`config.mk`:
```
export PLATFORM = sky130hd
export DESIGN_NAME = spi_master
export DESIGN_NICKNAME = d
export VERILOG_FILES = /design/src/rtl/spi_master.sv
export SDC_FILE = /design/constraint.sdc
export NUM_CORES = 1
export LEC_CHECK = 0
export ABC_AREA = 1
export CAP_MARGIN = 40
export CORE_MARGIN = 4
export CORE_UTILIZATION = 29
export DETAILED_ROUTE_END_ITERATION = 12
export MAX_ROUTING_LAYER = met4
export RECOVER_POWER = 25
export SKIP_CTS_REPAIR_TIMING = 1
export SYNTH_ARGS = -nofsm -noshare
export SYNTH_HDL_FRONTEND = slang
export SYNTH_SLANG_ARGS = --single-unit
```
`constraint.sdc`:
```
create_clock -name i_clk -period 1.5 [get_ports i_clk]
set_input_delay 0.3 -clock i_clk [delete_from_list [all_inputs] [get_ports i_clk]]
set_output_delay 0.3 -clock i_clk [all_outputs]
set_load 0.01 [all_outputs]
```
`src/rtl/spi_master.sv`:
```
// spi_master: SPI mode-0 master that shifts one DATA_WIDTH frame MSB first per accepted handshake.
// Latency: 1 setup tick + 2*DATA_WIDTH transfer ticks + 1 hold tick; o_rx_valid pulses on the hold tick.
// Backpressure: o_tx_ready is low while a frame is in flight; SPI_MASTER_BURST_EN allows chaining on the last falling tick.
module spi_master #(
   parameter int DATA_WIDTH = 8
) (
   input  logic                  i_clk,
   input  logic                  i_rst_n,
   input  logic                  i_tick,
   input  logic [DATA_WIDTH-1:0] i_tx_data,
   input  logic                  i_tx_valid,
   output logic                  o_tx_ready,
   output logic [DATA_WIDTH-1:0] o_rx_data,
   output logic                  o_rx_valid,
   output logic                  o_sclk,
   output logic                  o_mosi,
   input  logic                  i_miso,
   output logic                  o_cs_n
);

   localparam int CNT_W = $clog2(DATA_WIDTH + 1);
   localparam logic [CNT_W-1:0] LAST_BIT = CNT_W'(DATA_WIDTH - 1);

   typedef enum logic [1:0] {
      IDLE     = 2'd0,
      SETUP    = 2'd1,
      TRANSFER = 2'd2,
      HOLD     = 2'd3
   } state_t;

   state_t                state;
   logic                  ready_q;
   logic [DATA_WIDTH-1:0] tx_sr;
   logic [DATA_WIDTH-1:0] rx_sr;
   logic [CNT_W-1:0]      cnt;

`ifdef SPI_MASTER_BURST_EN
   // The final falling tick of a frame is the only point where a chained frame may enter.
   logic last_fall;
   assign last_fall  = (state == TRANSFER) && o_sclk && i_tick && (cnt == LAST_BIT);
   assign o_tx_ready = ready_q | last_fall;
`else
   assign o_tx_ready = ready_q;
`endif

   // Frame sequencer: all outputs are registered here; nothing advances outside IDLE without i_tick.
   always_ff @(posedge i_clk) begin
      if (!i_rst_n) begin
         state      <= IDLE;
         ready_q    <= 1'b0;
         o_cs_n     <= 1'b1;
         o_sclk     <= 1'b0;
         o_mosi     <= 1'b0;
         o_rx_valid <= 1'b0;
         o_rx_data  <= '0;
         tx_sr      <= '0;
         rx_sr      <= '0;
         cnt        <= '0;
      end else begin
         o_rx_valid <= 1'b0;
         case (state)
            IDLE: begin
               o_cs_n <= 1'b1;
               o_sclk <= 1'b0;
               if (i_tx_valid && ready_q) begin
                  tx_sr   <= i_tx_data;
                  cnt     <= '0;
                  o_mosi  <= i_tx_data[DATA_WIDTH-1];
                  o_cs_n  <= 1'b0;
                  ready_q <= 1'b0;
                  state   <= SETUP;
               end else begin
                  ready_q <= 1'b1;
               end
            end
            SETUP: begin
               // One idle half-period between CS assertion and the first rising edge.
               if (i_tick) begin
                  state <= TRANSFER;
               end
            end
            TRANSFER: begin
               if (i_tick) begin
                  if (!o_sclk) begin
                     o_sclk <= 1'b1;
                     rx_sr  <= {rx_sr[DATA_WIDTH-2:0], i_miso};
                  end else begin
                     o_sclk <= 1'b0;
                     tx_sr  <= tx_sr << 1;
                     o_mosi <= tx_sr[DATA_WIDTH-2];
                     cnt    <= cnt + CNT_W'(1);
                     if (cnt == LAST_BIT) begin
`ifdef SPI_MASTER_BURST_EN
                        if (i_tx_valid) begin
                           // Chained frame: publish the finished word and restart without leaving TRANSFER.
                           tx_sr      <= i_tx_data;
                           o_mosi     <= i_tx_data[DATA_WIDTH-1];
                           cnt        <= '0;
                           o_rx_data  <= rx_sr;
                           o_rx_valid <= 1'b1;
                        end else begin
                           state <= HOLD;
                        end
`else
                        state <= HOLD;
`endif
                     end
                  end
               end
            end
            HOLD: begin
               if (i_tick) begin
                  o_cs_n     <= 1'b1;
                  o_rx_data  <= rx_sr;
                  o_rx_valid <= 1'b1;
                  ready_q    <= 1'b1;
                  state      <= IDLE;
               end
            end
            default: begin
               state   <= IDLE;
               ready_q <= 1'b0;
               o_cs_n  <= 1'b1;
               o_sclk  <= 1'b0;
            end
         endcase
      end
   end

endmodule

```
# Yosys cells after proc, flatten, opt, wreduce, memory -nomap -nowiden
# Index checks and enable logic that the tools add are counted.
[totals] reg_bits=34 in_bits=13 output_inout_bits=13 word_cells=59
[classes] addsub=1 n_eq_ne=10 muxes=26 bitwise_logic=1 reduce_logical=11
[op_table] cell="2-to-1 mux 7 bit" n=3
[op_table] cell="one-hot mux 7 bit (2 select lines)" n=1
[op_table] cell="2-to-1 mux 2 bit" n=6
[op_table] cell="2-to-1 mux 4 bit" n=3
[op_table] cell="inequality test 2 bit, second input constant" n=6
[op_table] cell="2-to-1 mux 1 bit" n=8
[op_table] cell="one-hot mux 2 bit (4 select lines)" n=1
[op_table] cell="one-hot mux 4 bit (2 select lines)" n=1
[op_table] cell="AND reduction 2 bit" n=4
[op_table] cell="one-hot mux 1 bit (2 select lines)" n=3
[op_table] cell="AND reduction 6 bit" n=1
[op_table] cell="adder 4 x 1 -> 4 bit, second input constant" n=1
[op_table] cell="equality test 2 bit, second input constant" n=2
[op_table] cell="equality test 4 x 3 -> 1 bit, second input constant" n=1
[op_table] cell="AND reduction 4 bit" n=1
[op_table] cell="nonzero test 2 bit" n=2
[op_table] cell="AND reduction 3 bit" n=1
[op_table] cell="equality test 2 x 1 -> 1 bit, second input constant" n=1
[op_table] cell="logical NOT 2 bit" n=1
[op_table] cell="logical AND 1 bit" n=1
[op_table] cell="NOT 1 bit" n=1

# Logic depth before layout (Yosys ltp)
# Gate-level depths: netlist of run 1.
[depth] word_depth=5 ltp_mapped=11 ltp_nobuf=10

# Worst setup path before layout of run 1
# OpenSTA, ideal clock, no wires.
[synth_timing] path_kind="register to register" startpoint="register state[0]" endpoint="register tx_sr[1]" setup_time_ns=0.116 t_arrival_ns=1.366 required_time_ns=1.384 path_slack_ns=0.018 path_stages_with_launch=11 n_path_buf=2 synth_period_minus_slack_ns=1.482 path_cell_list="dfxtp_1 -> inv_1 -> ha_1 -> buf_6 -> nand2_1 -> nand2_2 -> nor2_4 -> inv_2 -> buf_6 -> nor2_1 -> nor2_1"
[synth_via] elab_chain_cells=3 elab_cells_between_ends=8 classes_between="4 x eq/ne; 1 x mux; 3 x reduce/logical"
[synth_rtl] item="start, declared" line="31" text="state_t state;"
[synth_rtl] item="start signal, assigned" line="49" text="state <= IDLE;"
[synth_rtl] item="start signal, assigned" line="71" text="state <= SETUP;"
[synth_rtl] item="start signal, assigned" line="79" text="state <= TRANSFER;"
[synth_rtl] item="equality test 2 bit or logical NOT 2 bit (tied branches)" line="61" text="case (state)"
[synth_rtl] item="inequality test 2 bit (no line) or nonzero test 2 bit (tied branches)"
[synth_rtl] item="AND reduction 4 bit (no line)"
[synth_rtl] item="end signal, assigned" line="66" text="tx_sr <= i_tx_data;"
[synth_rtl] item="end signal, assigned" line="89" text="tx_sr <= tx_sr << 1;"
[synth_rtl] item="end, declared" line="33" text="logic [DATA_WIDTH-1:0] tx_sr;"
# Parallel ways exist; a longest one is shown, timed or not.
# A chain may end at the register's enable or synchronous reset.

# Worst setup path in the final report of run 1
[layout_timing] startpoint="register o_mosi" endpoint="output port o_mosi"
[layout_lines] item="start, declared" line="16" text="output logic o_mosi,"
[layout_lines] item="start signal, assigned" line="68" text="o_mosi <= i_tx_data[DATA_WIDTH-1];"
[layout_lines] item="start signal, assigned" line="90" text="o_mosi <= tx_sr[DATA_WIDTH-2];"
# No word-level cell between the ends.

==> reports/metrics.csv, run 1 <==
stage,metric,value,unit
run_status,status,"finished, final reports clean",
route,vias,1320,
route,wl_per_cell,10.3,um
critical_path,path_cells,clkdlybuf4s50_1,
placement,portBuffers,25,
critical_path,critical_path_buf_inv_count,1,
floorplan,floorplan.initialDensity,30.9,%
sta,hold_ws,466,ps
sta,finalSetupViolCount,0,
logic_synthesis,synth_top_area_share,45.4,%
cells_and_area,antenna_cells,0,
pwr,finalPower,3.47,mW
route,final_antenna_net_count,0,
logic_synthesis,netlist_top_cells_area,"dfxtp_1 45%, nand2_1 11%, o21ai_0 8.4%, a21oi_1 8.0%, nor2_1 6.0%",
logic_synthesis,synth_area,1500,um2
cells_and_area,fin_area,2090,um2
critical_path,cp-start-kind,flop,
logic_synthesis,synthCells,202,
sta,slew_headroom,81.0,%
clock_network,path_clk_slew,70,ps
worst_hold_path,min-delay-start,rx_sr[5],
critical_path,critical-path-max-stage-delay,530,ps
route,drt_iter0_drc,48,
sta,worst_pin_slew,285,ps
route,first_pass_iters,4,
cells_and_area,nets,261,
clock_network,clkLatencyLatePin,280,ps
floorplan,ioPinCount,26,
floorplan,dieArea,6380,um2
logic_synthesis,ys_warn_count,0,
critical_path,critPathMaxFanout,2,
sta,clock_skew,7.12,ps
grt,grt_overflow,0,
clock_network,clk_path_buf_depth,2,
placement,dpl-instance-area,1880,um2
clock_network,cts_sinks,34,
placement,place_hpwl,2210,um
critical_path,crit_start,o_mosi,
grt,grt_pass1_vias,1295,
logic_synthesis,syn-num-nets,221,
clock_network,cts_buffers,5,
route,route.detailed.drc,0,
pwr,ir_drop,0.747,mV
grt,grt_max_degree,19,
critical_path,crit_required,1200,ps
pwr,power_density,1660,nW/um2
floorplan,row_count,25,
run,cap_violations,0,
placement,gp_congestion,0.811,
sta,fin_crit_sh,96.2,%
sta,drv_slew,0,
logic_synthesis,yosysSeqAreaShare,45.4,%
critical_path,end_kind,output pin,
grt,grt_antenna_before_repair,0,
critical_path,critPathSlowestCell,clkdlybuf4s50_1,
logic_synthesis,synth.largest_area_cell,dfxtp_1,
cells_and_area,layout-drive-gt1-share,16.0,%
sta,finalCriticalPeriod,1440,ps
logic_synthesis,synth_cell_type_count,19,
sta,final_hold_viol_count,0,
clock_network,cts_root_buffer,clkbuf_8,
floorplan,dieHeight,79.9,um
route,wirelength,3200,um
clock_network,cts_tree,built,
critical_path,criticalPathCategory,flop to output pin,
worst_hold_path,hp-class,flop to flop,
logic_synthesis,syn_avg_cell_area,7.41,um2
critical_path,cp_top_family,buffers and inverters,
floorplan,core_area,4850,um2
cells_and_area,areaGrowthSynthToFinish,39.6,%
sta,fmax,693,MHz
logic_synthesis,synth_seq_cells,34,
clock_network,htree_levels,2,
floorplan,dieWidth,79.9,um
critical_path,crit_arrival,1140,ps
route,viasPerCell,4.26,
critical_path,r2r-start,state[0],
pwr,leakage,0.898,nW
grt,grt_pass1_wl,5590,um
grt,grt_use_total,11.2,%
-- layout make-up --
| type | instances | area, um2 |
|---|---|---|
| tap | 67 | 83.8 |
| inverter | 23 | 93.8 |
| multi-input combinational | 137 | 701 |
| timing repair buffer | 41 | 392 |
| clock inverter | 3 | 68.8 |
| fill | 505 | 2760 |
| clock buffer | 5 | 68.8 |
| sequential | 34 | 683 |
-- power by group --
part	switching (mW)	internal, mW	leakage [nW]
registers	0.0925	1.09	0.278
clock network	0.342	0.666	0.0683
logic	0.717	0.563	0.552
total	1.15	2.31	0.898
-- synth_stat cells --
cell type / instances
clkbuf_8: 1
xor2_1: 1
inv_6: 1
dfxtp_1: 34
inv_2: 1
nand4_1: 2
nor2_4: 1
and3_1: 1
nand3_1: 6
a21oi_1: 24
ha_1: 6
buf_2: 2
o21ai_0: 25
inv_1: 21
clkbuf_1: 2
buf_6: 3
nor2_1: 24
nand2_2: 2
nand2_1: 45
-- registers in the layout (all words and copies together) (netlist names) --
name,cells
o_rx_data,8
rx_sr,8
tx_sr,7
cnt,4
state,2
o_cs_n,1
o_mosi,1
o_rx_valid,1
o_sclk,1
o_tx_ready,1
-- routing by layer --
metal	global-route usage (%)	up-vias	wire length (um)
met2	16.3	27	1360
met1	14.8	571	1660
met4	3.04	0	15
met3	4.06	2	156
li1	-	720	-
met5	-	-	0
-- cells by family (layout without fill, tap and decap cells) --
| kind of cell | Yosys count | after routing | synth area share [%] |
|---|---|---|---|
| AOI/OAI and AO/OA | 49 | 49 | 16.4 |
| buffers and inverters | 31 | 72 | 10.4 |
| and+or+nand+nor | 81 | 81 | 22.1 |
| adders and majority gates | 6 | 6 | 5.01 |
| xor gates and xnor gates | 1 | 1 | 0.585 |
| DFF | 34 | 34 | 45.4 |
-- path summary, 6_finish.rpt --
check / endpoint / slack [ps] / cells after the start
worst min register to register: rx_sr[5] / 470 / 2
worst max register to register: o_mosi / 90 / 9
worst max-delay path: o_mosi / 60 / 1
worst min-delay path: rx_sr[5] / 470 / 2
-- cell usage in the layout, fill, tap and decap left out, drive strengths merged --
| master | count |
|---|---|
| clkbuf | 5 |
| clkinv | 1 |
| and3 | 1 |
| xor2 | 1 |
| nand2 | 47 |
| clkdlybuf4s25 | 8 |
| dfxtp | 34 |
| buf | 16 |
| clkdlybuf4s50 | 16 |
| nand4 | 2 |
| nand3 | 6 |
| dlygate4sd3 | 1 |
| inv | 23 |
| ha | 6 |
| nor2 | 25 |
| bufinv | 2 |
| o21ai | 25 |
| a21oi | 24 |
-- per-stage QoR --
step                      setup slack [ps]  setup TNS [ps]  instances  util [%]
after floorplan                       18.1               0        202         -
after global placement               -93.2            -642        300      38.9
after detailed placement              -120            -859        300      38.9
after CTS                            -33.6           -47.3        308      41.7
after global routing                 -8.81           -9.23        310      43.1
final                                 56.3               0        310      43.1
No activity file was read; power rests on OpenSTA's default activity.
==> run 2: changes to the inputs <==
--- a/config.mk
+++ b/config.mk
@@ -8,10 +8,12 @@
 export ABC_AREA = 1
 export CAP_MARGIN = 40
 export CORE_MARGIN = 4
-export CORE_UTILIZATION = 29
+export CORE_UTILIZATION = 45
 export DETAILED_ROUTE_END_ITERATION = 12
 export MAX_ROUTING_LAYER = met4
+export PLACE_DENSITY = 0.72
 export RECOVER_POWER = 25
+export SETUP_SLACK_MARGIN = 0.5
 export SKIP_CTS_REPAIR_TIMING = 1
 export SYNTH_ARGS = -nofsm -noshare
 export SYNTH_HDL_FRONTEND = slang
==> run 2 against run 1 <==
Net effect: non-clock buffer count down 2; combinational power up 14%; final area up 3.2%; global-route usage up 4.5 points; worst setup slack better by 40 ps; critical endpoint is now cnt[2]; routed wire length up 9.9%; clock-buffer cell count up 1; clock power down 48%; maximum frequency up 2.9%; clock skew up 0.77 ps.
==> reports/metrics.csv, run 2 (synthesis gave the netlist of run 1 again) <==
stage,metric,value,unit
run_status,status,"finished, final reports clean",
cells_and_area,layout-drive-gt1-share,33.5,%
clock_network,clkLatencyLatePin,320,ps
clock_network,path_clk_slew,110,ps
route,first_pass_iters,4,
pwr,switchingPower,1.24,mW
route,vias,1394,
floorplan,dieArea,4320,um2
pwr,power_density,1490,nW/um2
placement,dp_cells,271,
pwr,power_frac_seq,38.3,%
floorplan,floorplan.initialDensity,47.9,%
grt,grt_antenna_before_repair,0,
grt,grt_busiest_layer,met2,
cells_and_area,antenna_cells,0,
run,cap_violations,0,
floorplan,ioPinCount,26,
pwr,ir_drop,0.881,mV
clock_network,cts_sinks,34,
grt,grt_max_degree,18,
clock_network,clk_path_buf_depth,2,
grt,use_met1,20.3,%
sta,hold_ws,470,ps
sta,finalCriticalPeriod,1400,ps
critical_path,r2r_end,cnt[2],
critical_path,r2r_slack,100,ps
worst_hold_path,hp-class,flop to flop,
critical_path,critPathSlowestCell,dfxtp_4,
floorplan,dieHeight,65.7,um
sta,slew_headroom,77.5,%
critical_path,criticalPathCategory,flop to flop,
critical_path,critical_path_buf_inv_count,3,
critical_path,crit_arrival,1670,ps
cells_and_area,top_regs,"o_rx_data (8), rx_sr (8), tx_sr (7)",
critical_path,cp_top_family,simple AND/OR/NAND/NOR gates,
floorplan,core_area,3130,um2
cells_and_area,areaGrowthSynthToFinish,44.1,%
critical_path,cpMostUsedCell,nand2_4,
pwr,finalPower,3.21,mW
worst_hold_path,min-delay-start,rx_sr[7],
sta,final_hold_viol_count,0,
clock_network,htree_levels,2,
pwr,clkPwrFrac,16.3,%
floorplan,dieWidth,65.7,um
sta,rsz0062_at_grt,yes,
worst_hold_path,worstHoldPathCells,2,
clock_network,cts_tree,built,
grt,met3_usage,4.44,%
route,drt_iter0_drc,72,
sta,finalWorstSetupSlack,96.4,ps
route,wirelength,3520,um
cells_and_area,nets,260,
floorplan,row_count,20,
critical_path,critPathMaxFanout,7,
placement,place_ws,-95.9,ps
pwr,comb_power_share,45.4,%
clock_network,cts_root_buffer,clkbuf_4,
placement,gp_congestion,0.863,
route,route.detailed.drc,0,
placement,place_hpwl,2130,um
route,final_antenna_net_count,0,
grt,grt_use_total,15.7,%
cells_and_area,final_common_cell,nand2_1,
critical_path,rr_worst_depth,9,
grt,grt_pass1_wl,5190,um
cells_and_area,mostFrequentLayoutCells,"40 x nand2_1, 29 x dfxtp_1, 22 x nor2_1",
worst_hold_path,hold_end,o_rx_data[7],
sta,finalSetupViolCount,0,
sta,drv_slew,0,
critical_path,cp-start-kind,flop,
grt,grt_pass1_vias,1254,
sta,fin_crit_sh,93.6,%
sta,fmax,712,MHz
pwr,cellInternalPower,1.97,mW
cells_and_area,stdcell_count,286,
critical_path,r2r-start,state[0],
critical_path,path_cells,inv_4 -> ha_4 -> inv_8 -> nand2_4 -> nand2_4 -> nor2_4 -> buf_6 -> nand3_1 -> a21oi_2,
grt,use_met2,22.9,%
route,wl_per_cell,12.3,um
sta,setup_tns,0,ps
critical_path,crit_required,1770,ps
placement,portBuffers,25,
grt,grt_overflow,0,
critical_path,critical-path-max-stage-delay,370,ps
pwr,p_sw_share,38.6,%
sta,worst_pin_slew,338,ps
clock_network,cts_buffers,5,
sta,clock_skew,7.89,ps
pwr,leakage,0.928,nW
route,viasPerCell,4.87,
critical_path,crit_start,state[0],
critical_path,end_kind,flop,
==> run 2: routing by layer <==
metal | vias to the layer above | part of all wire, %
met2 | 37 | 48
met1 | 627 | 45
met3 | 2 | 5.8
met5 | - | 0
met4 | 0 | 0.65
li1 | 728 | -
==> run 2: how the worst max path moves through the flow <==
| stage | to | slack (ps) | cells after the start |
|---|---|---|---|
| 4_1_cts | o_sclk | -70 | 1 |
| 2_1_floorplan | tx_sr[1] | 150 | 10 |
| 5_1_grt | cnt[2] | 3 | 9 |
| 3_5_place_dp | cnt[3] | -100 | 8 |
| 3_3_place_gp | cnt[3] | -40 | 8 |
| 6_report | cnt[2] | 100 | 9 |
==> run 2: layout make-up <==
class                   instances  area (um2)
well taps                      44        55.1
clock buffers                   6        51.3
flip-flops and latches         34         692
repair inverters                1        11.3
repair buffers                 39         400
fillers                       253         970
inverters                      23         109
clock inverters                 2        12.5
multi-input cells             137         827
==> run 2: stage by stage <==
stage                     instance area [um2]  utilization [%]
after floorplan                          1530                -
after global placement                   1820             58.2
after detailed placement                 1820             58.2
after CTS                                1880             60.2
after global routing                     2160             69.0
final                                    2160             69.0
==> run 2: power groups by stage <==
stage	logic, mW	clock network (mW)	registers (mW)
4_1_cts	1.10	0.546	1.19
3_3_place_gp	1.08	0	1.21
2_1_floorplan	0.795	0	1.22
6_report	1.46	0.522	1.23
3_5_place_dp	1.10	0	1.21
5_1_grt	1.61	0.590	1.25
==> run 2: worst reg2reg max path, delay by kind of cell, from the launching register on <==
kind	cells	cell delay (ps)
flip-flops	1	370
adder cells (fa/ha/maj)	1	210
AND/OR/NAND/NOR	4	380
buffers and inverters	3	270
AO/OA/AOI/OAI	1	120
==> run 3: changes to the inputs <==
--- a/config.mk
+++ b/config.mk
@@ -18,3 +18,4 @@
 export SYNTH_ARGS = -nofsm -noshare
 export SYNTH_HDL_FRONTEND = slang
 export SYNTH_SLANG_ARGS = --single-unit
+export TNS_END_PERCENT = 1
==> run 3 against run 2 <==
Net effect: global-route usage decreased by 0.43 points; clock skew grew 0.90 ps; critical path depth fell by 1; non-clock buffer count decreased by 2; utilization shrank 5.5 points; critical endpoint is now state[1]; largest cell class unchanged.
==> reports/metrics.csv, run 3 (synthesis gave the netlist of run 1 again) <==
stage,metric,value,unit
sta,finalCriticalPeriod,1410,ps
sta,clock_skew,8.79,ps
sta,finalWorstSetupSlack,85.4,ps
grt,grt_pass1_wl,4900,um
route,vias,1320,
critical_path,criticalPathCategory,flop to flop,
critical_path,r2r-start,state[0],
grt,grt_overflow,0,
clock_network,htree_levels,2,
critical_path,critical_path_buf_inv_count,2,
floorplan,dieHeight,65.7,um
pwr,power_density,1500,nW/um2
critical_path,cp_top_family,flip-flops,
route,wl_per_cell,10.8,um
floorplan,core_area,3130,um2
cells_and_area,layout-drive-gt1-share,14.6,%
route,final_antenna_net_count,0,
cells_and_area,mostFrequentLayoutCells,"42 x nand2_1, 32 x dfxtp_1, 24 x a21oi_1",
cells_and_area,antenna_cells,0,
floorplan,dieArea,4320,um2
critical_path,cp-start-kind,flop,
run,cap_violations,0,
placement,place_hpwl,2060,um
critical_path,cpMostUsedCell,nand2_1,
placement,gp_congestion,0.795,
sta,rsz0062_at_grt,yes,
sta,drv_slew,0,
clock_network,cts_buffers,5,
critical_path,crit_arrival,1640,ps
cells_and_area,final_common_cell,nand2_1,
cells_and_area,fillers,270,
route,viasPerCell,4.66,
clock_network,cts_root_buffer,clkbuf_4,
sta,final_hold_viol_count,0,
grt,grt_pass1_vias,1184,
floorplan,dieWidth,65.7,um
cells_and_area,top_regs,"o_rx_data (8), rx_sr (8), tx_sr (7)",
route,route.detailed.drc,0,
cells_and_area,nets,257,
run_status,status,"finished, final reports clean",
sta,finalSetupViolCount,0,
critical_path,crit_required,1730,ps
grt,grt_antenna_before_repair,0,
grt,grt_max_degree,18,
floorplan,floorplan.initialDensity,47.9,%
route,drt_iter0_drc,110,
route,first_pass_iters,4,
critical_path,path_cells,buf_4 -> ha_1 -> inv_1 -> nand2_1 -> o21ai_0 -> nand4_1 -> nand2_1 -> nor2_1,
clock_network,cts_sinks,34,
clock_network,clk_path_buf_depth,2,
sta,fmax,707,MHz
placement,place_ws,-117,ps
critical_path,critPathSlowestCell,dfxtp_4,
clock_network,cts_tree,built,
critical_path,end_kind,flop,
floorplan,row_count,20,
sta,slew_headroom,82.5,%
pwr,ir_drop,0.787,mV
floorplan,ioPinCount,26,
sta,hold_ws,460,ps
critical_path,critical-path-max-stage-delay,370,ps
critical_path,crit_start,state[0],
worst_hold_path,min-delay-start,rx_sr[7],
critical_path,critPathMaxFanout,3,
placement,portBuffers,25,
sta,worst_pin_slew,259,ps
cells_and_area,fin_util,63.5,%
placement,dpl-instance-area,1840,um2
grt,grt_use_total,15.3,%
sta,fin_crit_sh,94.3,%
clock_network,clkLatencyLatePin,330,ps
pwr,leakage,0.905,nW
clock_network,path_clk_slew,100,ps
pwr,finalPower,2.98,mW
cells_and_area,fin_area,1990,um2
worst_hold_path,hp-class,flop to flop,
cells_and_area,areaGrowthSynthToFinish,32.6,%
route,wirelength,3060,um
## run 3: metrics by stage
stage / TNS (ps) / instances
after detailed placement: -769 / 272
final: 0 / 283
after global placement: -293 / 272
after floorplan: 0 / 202
after CTS: -406 / 280
after global routing: -1.09 / 283
## run 3: where the power goes
group	switching, mW	internal (mW)
clock network	0.291	0.227
logic	0.708	0.554
registers	0.110	1.09
total	1.11	1.87
## run 3: final timing paths
check	endpoint	slack, ps	cells after the start
worst min-delay path	rx_sr[7]	460	2
worst min register to register	rx_sr[7]	460	2
worst max-delay path	state[1]	90	8
worst max register to register	state[1]	90	8
## run 3: metal layers
| metal | up-vias | global-route usage (%) | wire length [um] |
|---|---|---|---|
| li1 | 716 | - | - |
| met1 | 571 | 19.9 | 1530 |
| met2 | 29 | 21.4 | 1320 |
| met3 | 4 | 5.64 | 174 |
| met4 | 0 | 6.22 | 31 |
| met5 | - | - | 0 |
## run 3: cell type report
type	instances	area (um2)	area share [%]
Clock buffer	7	55.1	2.77
Clock inverter	1	5.00	0.252
Inverter	23	98.8	4.98
Multi-Input combinational cell	137	709	35.7
Sequential cell	34	688	34.7
Tap cell	44	55.1	2.77
Timing Repair Buffer	37	374	18.8
## run 3: worst reg2reg max path, delay by kind of cell (launching register included)
kind / cells / cell delay, ps
fa+ha+maj: 1 / 220
compound gates: 1 / 240
flops: 1 / 370
simple gates: 4 / 300
buf+inv: 2 / 200
